## config.mk

```make
export PLATFORM = sky130hd
export DESIGN_NAME = traffic_light_controller
export DESIGN_NICKNAME = d
export VERILOG_FILES = /design/src/rtl/traffic_light_controller.sv
export SDC_FILE = /design/constraint.sdc
export NUM_CORES = 1
export LEC_CHECK = 0
export CAP_MARGIN = 15
export CORE_MARGIN = 2
export CORE_UTILIZATION = 46
export CTS_CLUSTER_SIZE = 24
export DETAILED_ROUTE_END_ITERATION = 12
export PLACE_DENSITY = 0.7
export SETUP_SLACK_MARGIN = 0.2
export SLEW_MARGIN = 20
export SYNTH_ARGS = -nofsm -noshare
export SYNTH_HDL_FRONTEND = slang
export SYNTH_SLANG_ARGS = --single-unit
```

## constraint.sdc

```tcl
create_clock -name clk -period 2.7 [get_ports clk]
set_clock_uncertainty 0.2 [all_clocks]
set_input_delay 0.81 -clock clk [delete_from_list [all_inputs] [get_ports clk]]
set_output_delay 0.81 -clock clk [all_outputs]
set_load 0.02 [all_outputs]
```

## src/rtl/traffic_light_controller.sv

```systemverilog
// Two-road traffic-light sequencer: Moore FSM over four phases with a per-phase
// second counter; main-road congestion may extend main GO and cut side GO short.
module traffic_light_controller #(
    parameter int MAIN_GO      = 40,
    parameter int MAIN_GO_EXT  = 60,
    parameter int SIDE_GO      = 20,
    parameter int SIDE_GO_CONG = 10,
    parameter int ATT          = 5,
    parameter int CNT_W        = 7
) (
    input  logic       clk,
    input  logic       rst_n,
    input  logic       cong,
    output logic [1:0] main_state,
    output logic [1:0] side_state
);

    localparam logic [1:0] LAMP_STOP     = 2'b00;
    localparam logic [1:0] LAMP_STOP_ATT = 2'b01;
    localparam logic [1:0] LAMP_GO       = 2'b10;
    localparam logic [1:0] LAMP_GO_ATT   = 2'b11;

    localparam logic [CNT_W-1:0] MAIN_LAST     = CNT_W'(MAIN_GO - 1);
    localparam logic [CNT_W-1:0] MAIN_EXT_LAST = CNT_W'(MAIN_GO_EXT - 1);
    localparam logic [CNT_W-1:0] SIDE_LAST     = CNT_W'(SIDE_GO - 1);
    localparam logic [CNT_W-1:0] SIDE_CUT_MIN  = CNT_W'(SIDE_GO_CONG - 1);
    localparam logic [CNT_W-1:0] ATT_LAST      = CNT_W'(ATT - 1);

    typedef enum logic [1:0] {
        S0 = 2'd0,  // main GO, side STOP
        S1 = 2'd1,  // main GO_ATT, side STOP_ATT
        S2 = 2'd2,  // main STOP, side GO
        S3 = 2'd3   // main STOP_ATT, side GO_ATT
    } phase_t;

    phase_t           phase_reg, phase_next;
    logic [CNT_W-1:0] cnt_reg, cnt_next;
    logic             ext_reg, ext_next;
    logic             leave;

    always_ff @(posedge clk or negedge rst_n) begin
        if (!rst_n) begin
            phase_reg <= S0;
            cnt_reg   <= '0;
            ext_reg   <= 1'b0;
        end else begin
            phase_reg <= phase_next;
            cnt_reg   <= cnt_next;
            ext_reg   <= ext_next;
        end
    end

    always_comb begin
        phase_next = phase_reg;
        ext_next   = ext_reg;
        leave      = 1'b0;
        case (phase_reg)
            S0: begin
                // Congestion only matters on the last base second; once extended it is latched.
                if (ext_reg) begin
                    leave = (cnt_reg == MAIN_EXT_LAST);
                end else if (cnt_reg == MAIN_LAST) begin
                    if (cong) ext_next = 1'b1;
                    else      leave    = 1'b1;
                end
                if (leave) phase_next = S1;
            end
            S1: begin
                leave = (cnt_reg == ATT_LAST);
                if (leave) phase_next = S2;
            end
            S2: begin
                leave = (cnt_reg == SIDE_LAST) || (cong && (cnt_reg >= SIDE_CUT_MIN));
                if (leave) phase_next = S3;
            end
            S3: begin
                leave = (cnt_reg == ATT_LAST);
                if (leave) phase_next = S0;
            end
            default: begin
                leave      = 1'b1;
                phase_next = S0;
            end
        endcase
        if (leave) ext_next = 1'b0;
        cnt_next = leave ? '0 : cnt_reg + 1'b1;
    end

    always_comb begin
        main_state = LAMP_GO;
        side_state = LAMP_STOP;
        case (phase_reg)
            S0: begin main_state = LAMP_GO;       side_state = LAMP_STOP;     end
            S1: begin main_state = LAMP_GO_ATT;   side_state = LAMP_STOP_ATT; end
            S2: begin main_state = LAMP_STOP;     side_state = LAMP_GO;       end
            S3: begin main_state = LAMP_STOP_ATT; side_state = LAMP_GO_ATT;   end
            default: begin main_state = LAMP_GO;  side_state = LAMP_STOP;     end
        endcase
    end

endmodule

```

==> results.yml <==
pwr:
  irDropWorstVdd_v: 0.000237
  powerDensity_nw_per_um2: 351
  p_switching_uw: 55.7
  p_leak_uw: 0.000358
  combPwrFrac_pct: 3.5
  p_seq_share_pct: 51.3
  pwr-share-clk_pct: 45.3
  p_sw_share_pct: 19.1
  internal_power_uw: 236
critical_path:
  crit_required_ns: 2.64
  ff2ff_setup_slack_ns: 0.57
  r2r_cells: 5
  crit_chain: "clkdlybuf4s50_1 -> or4_4 -> nor3_4 -> o31ai_2 -> a21oi_2 -> mux2_1"
  path_buf_inv: 1
  crit_type: "input pin to flip-flop"
  cp_max_fo: 2
  slowest_delay_ns: 0.43
  endpoint_kind: "flip-flop"
  arrival_ns: 2.37
  worst_r2r_endpoint: "phase_reg[1]$_DFFE_PN0P_"
  path_delay_family: "simple AND/OR/NAND/NOR gates"
  cpMaxStageDelayCell: "or4_4"
  timing.rr.start: "cnt_reg[0]$_DFF_PN0_"
  startpoint_type: "input pin"
global_route:
  grt_pass1_wl_microns: 2280
  grt_pass1_vias: 547
  antenna_found_initial: 0
  grt_max_degree: 11
  grt_overflow: 0
  globalRouteTotalUtil_pct: 15.9
timing:
  finalHoldViolations: 0
  relSlewSlack_pct: 61.8
  grt_setup_unrepaired: "no"
  slew_viol_final: 0
  fin_crit_sh_pct: 89.7
  finalCriticalPeriod_ns: 2.42
  setup_viol: 0
  fmax_mhz: 413
  max_slew.worst_pin.slew_ns: 0.568
cts:
  clk_pin_slew_ns: 0.07
  cts-buffers-inserted: 3
  clock-root-buffer: "clkbuf_4"
  hold_buffers: 0
  clockBufferDepth: 2
  cts_tree: "yes"
  h-tree-depth: 1
  cts_sinks: 10
  worstSkewPairLatency_ns: 0.26
placement:
  gp_congestion: 0.818
  port_buffers: 6
  dp_hpwl_microns: 1010
  placed_cell_area_sq_um: 807
  numPlacedInstances: 96
synthesis:
  syn_inst: 75
  synth_area_leaders: "dfrtp_1 (34%), ha_1 (14%), nor2_1 (4.6%), nor3_1 (4.1%), xor2_1 (3.6%)"
  synth_common_cells: "dfrtp_1 (10), nor2_1 (9), ha_1 (8), inv_1 (6), nor3_1 (6)"
  yosysSeqAreaShare_pct: 33.9
  synthDistinctLibCells: 31
  synth.most_common_cell: "dfrtp_1"
  yosysWarnings: 0
  avgSynthCellArea_sq_um: 9.84
  syn-num-nets: 86
  synth_edf_count: 0
  synth.cell_area_sq_um: 738
  ys_seq_elements: 10
  async_reset_ff_share_pct: 100
  synth_top_area_cell: "dfrtp_1"
  synthFlopType: "dfrtp_1"
  yosys.area.top_type_share_pct: 33.9
drt:
  dr.pass1.iters: 3
  drt-initial-drc-count: 8
  route.vias.total: 566
  wl_microns: 1290
  drt-vias-per-instance: 5.60
  drc_errors: 0
  ant_nets: 0
  wl_per_cell_microns: 12.7
cells_and_area:
  drive_above_1_share_pct: 24.7
  multiInputGateArea_sq_um: 442
  largest_reg_flops: 7
  regArea_sq_um: 250
  antenna_cells: 0
  layout.cells.non_filler: 101
  final_cell_area_sq_um: 833
  finalNetCount: 97
  syn2layout_area_growth_pct: 12.9
  nFillCells: 150
hold_path:
  worstHoldEndpoint: "cnt_reg[0]$_DFF_PN0_"
  hold_start: "cnt_reg[0]$_DFF_PN0_"
  hold_depth: 1
  hold_class: "flip-flop to flip-flop"
run_status:
  status: "finished, final reports clean"
floorplan:
  initial_utilization_pct: 49.0
  die-area_sq_um: 1940
  core_area_sq_um: 1510
  rows: 14
  die_y_microns: 44.1
  die_w_microns: 44.1
  io_pins: 7
flow_run:
  maxCapViolCount: 0
[worst max-delay path by stage]
stage	start	end	slack, ns	depth (start not counted)
after global routing	phase_reg[1]$_DFFE_PN0P_	main_state[1]	0.21	4
final	cong	phase_reg[1]$_DFFE_PN0P_	0.28	6
after global placement	cong	phase_reg[1]$_DFFE_PN0P_	0.02	6
after detailed placement	cong	phase_reg[1]$_DFFE_PN0P_	-0.006	6
after CTS	phase_reg[1]$_DFFE_PN0P_	side_state[0]	0.21	5
after floorplan	cong	phase_reg[1]$_DFFE_PN0P_	0.49	5
[power groups by stage]
stage | clock network [uW] | registers (uW) | logic [uW]
2_1_floorplan | 0 | 153 | 2.39
5_1_grt | 149 | 150 | 11.6
4_1_cts | 139 | 150 | 10.6
6_report | 132 | 150 | 10.2
3_5_place_dp | 0 | 153 | 10.6
3_3_place_gp | 0 | 153 | 10.4
[cells in the final DEF, fill, tap and decap left out]
cell             synthesis  routed
nor3b_1                  1       1
clkbuf_8                 0       1
o32a_1                   1       1
clkdlybuf4s50_1          0       2
o21ai_2                  1       1
clkbuf_4                 0       3
o31ai_2                  1       1
clkbuf_2                 0       3
dfrtp_1                 10      10
inv_1                    6       6
nand2b_1                 2       2
buf_4                    2       3
a41o_1                   1       1
mux2_1                   1       1
nor3_1                   6       6
a41oi_1                  1       1
xnor2_1                  2       2
o21ai_0                  1       1
a21oi_2                  1       1
or2_2                    1       1
and4bb_2                 1       1
nand3b_1                 3       3
nor3_4                   1       1
or4_4                    1       1
nand3_1                  3       3
nand2_1                  2       2
nor2_1                   9       8
nand4_1                  1       1
nor2_2                   1       2
ha_1                     8       8
buf_2                    0       1
a221oi_2                 1       1
xor2_1                   3       3
o21a_1                   1       1
o311a_1                  1       1
[worst reg2reg max path, stage by stage, from the launching register on]
cell	delay [ns]
dfrtp_1	0.43
ha_1	0.31
and4bb_2	0.26
a221oi_2	0.37
a21oi_2	0.12
mux2_1	0.32
[layer usage]
| layer | routed length, microns | GRT usage (%) | vias up |
|---|---|---|---|
| li1 | - | - | 287 |
| met1 | 642 | 22.0 | 270 |
| met2 | 598 | 24.4 | 7 |
| met3 | 27 | 1.22 | 2 |
| met4 | 18 | 9.09 | 0 |
| met5 | 0 | 0 | - |
[cell type report]
class,count,area share (%)
Multi-Input combinational cell,56,53.0
Tap cell,16,2.40
Sequential cell,10,30.0
Clock buffer,4,4.35
Timing Repair Buffer,9,7.51
Inverter,6,2.70
[what timing repair did]
item	in CTS	in global routing
buffers inserted	0	1
setup endpoints to repair	4	3
pin swaps	1	1
gates resized for setup	9	5
cloned	0	0
[per-stage QoR]
step | TNS [ns] | total power [uW] | util, % | setup slack (ns) | hold WS (ns)
5_1_grt | 0 | 310 | 55.3 | 0.206 | 0.390
6_report | 0 | 292 | 55.3 | 0.278 | 0.354
3_5_place_dp | -0.00562 | 163 | 53.6 | -0.00562 | 0.343
4_1_cts | 0 | 299 | 55.6 | 0.214 | 0.355
3_3_place_gp | 0 | 163 | 53.6 | 0.0173 | 0.335
2_1_floorplan | 0 | 155 | - | 0.486 | 0.308
[kinds of logic after synthesis]
logic type      count (synthesis)  share of synthesized area [%]
flops                          10                           33.9
xor+xnor                        5                           5.93
compound gates                 10                           13.1
mux                             1                           1.53
buf+inv                         9                           6.61
simple gates                   32                           25.4
fa+ha+maj                       8                           13.6
Power figures use the tool's default switching activity.
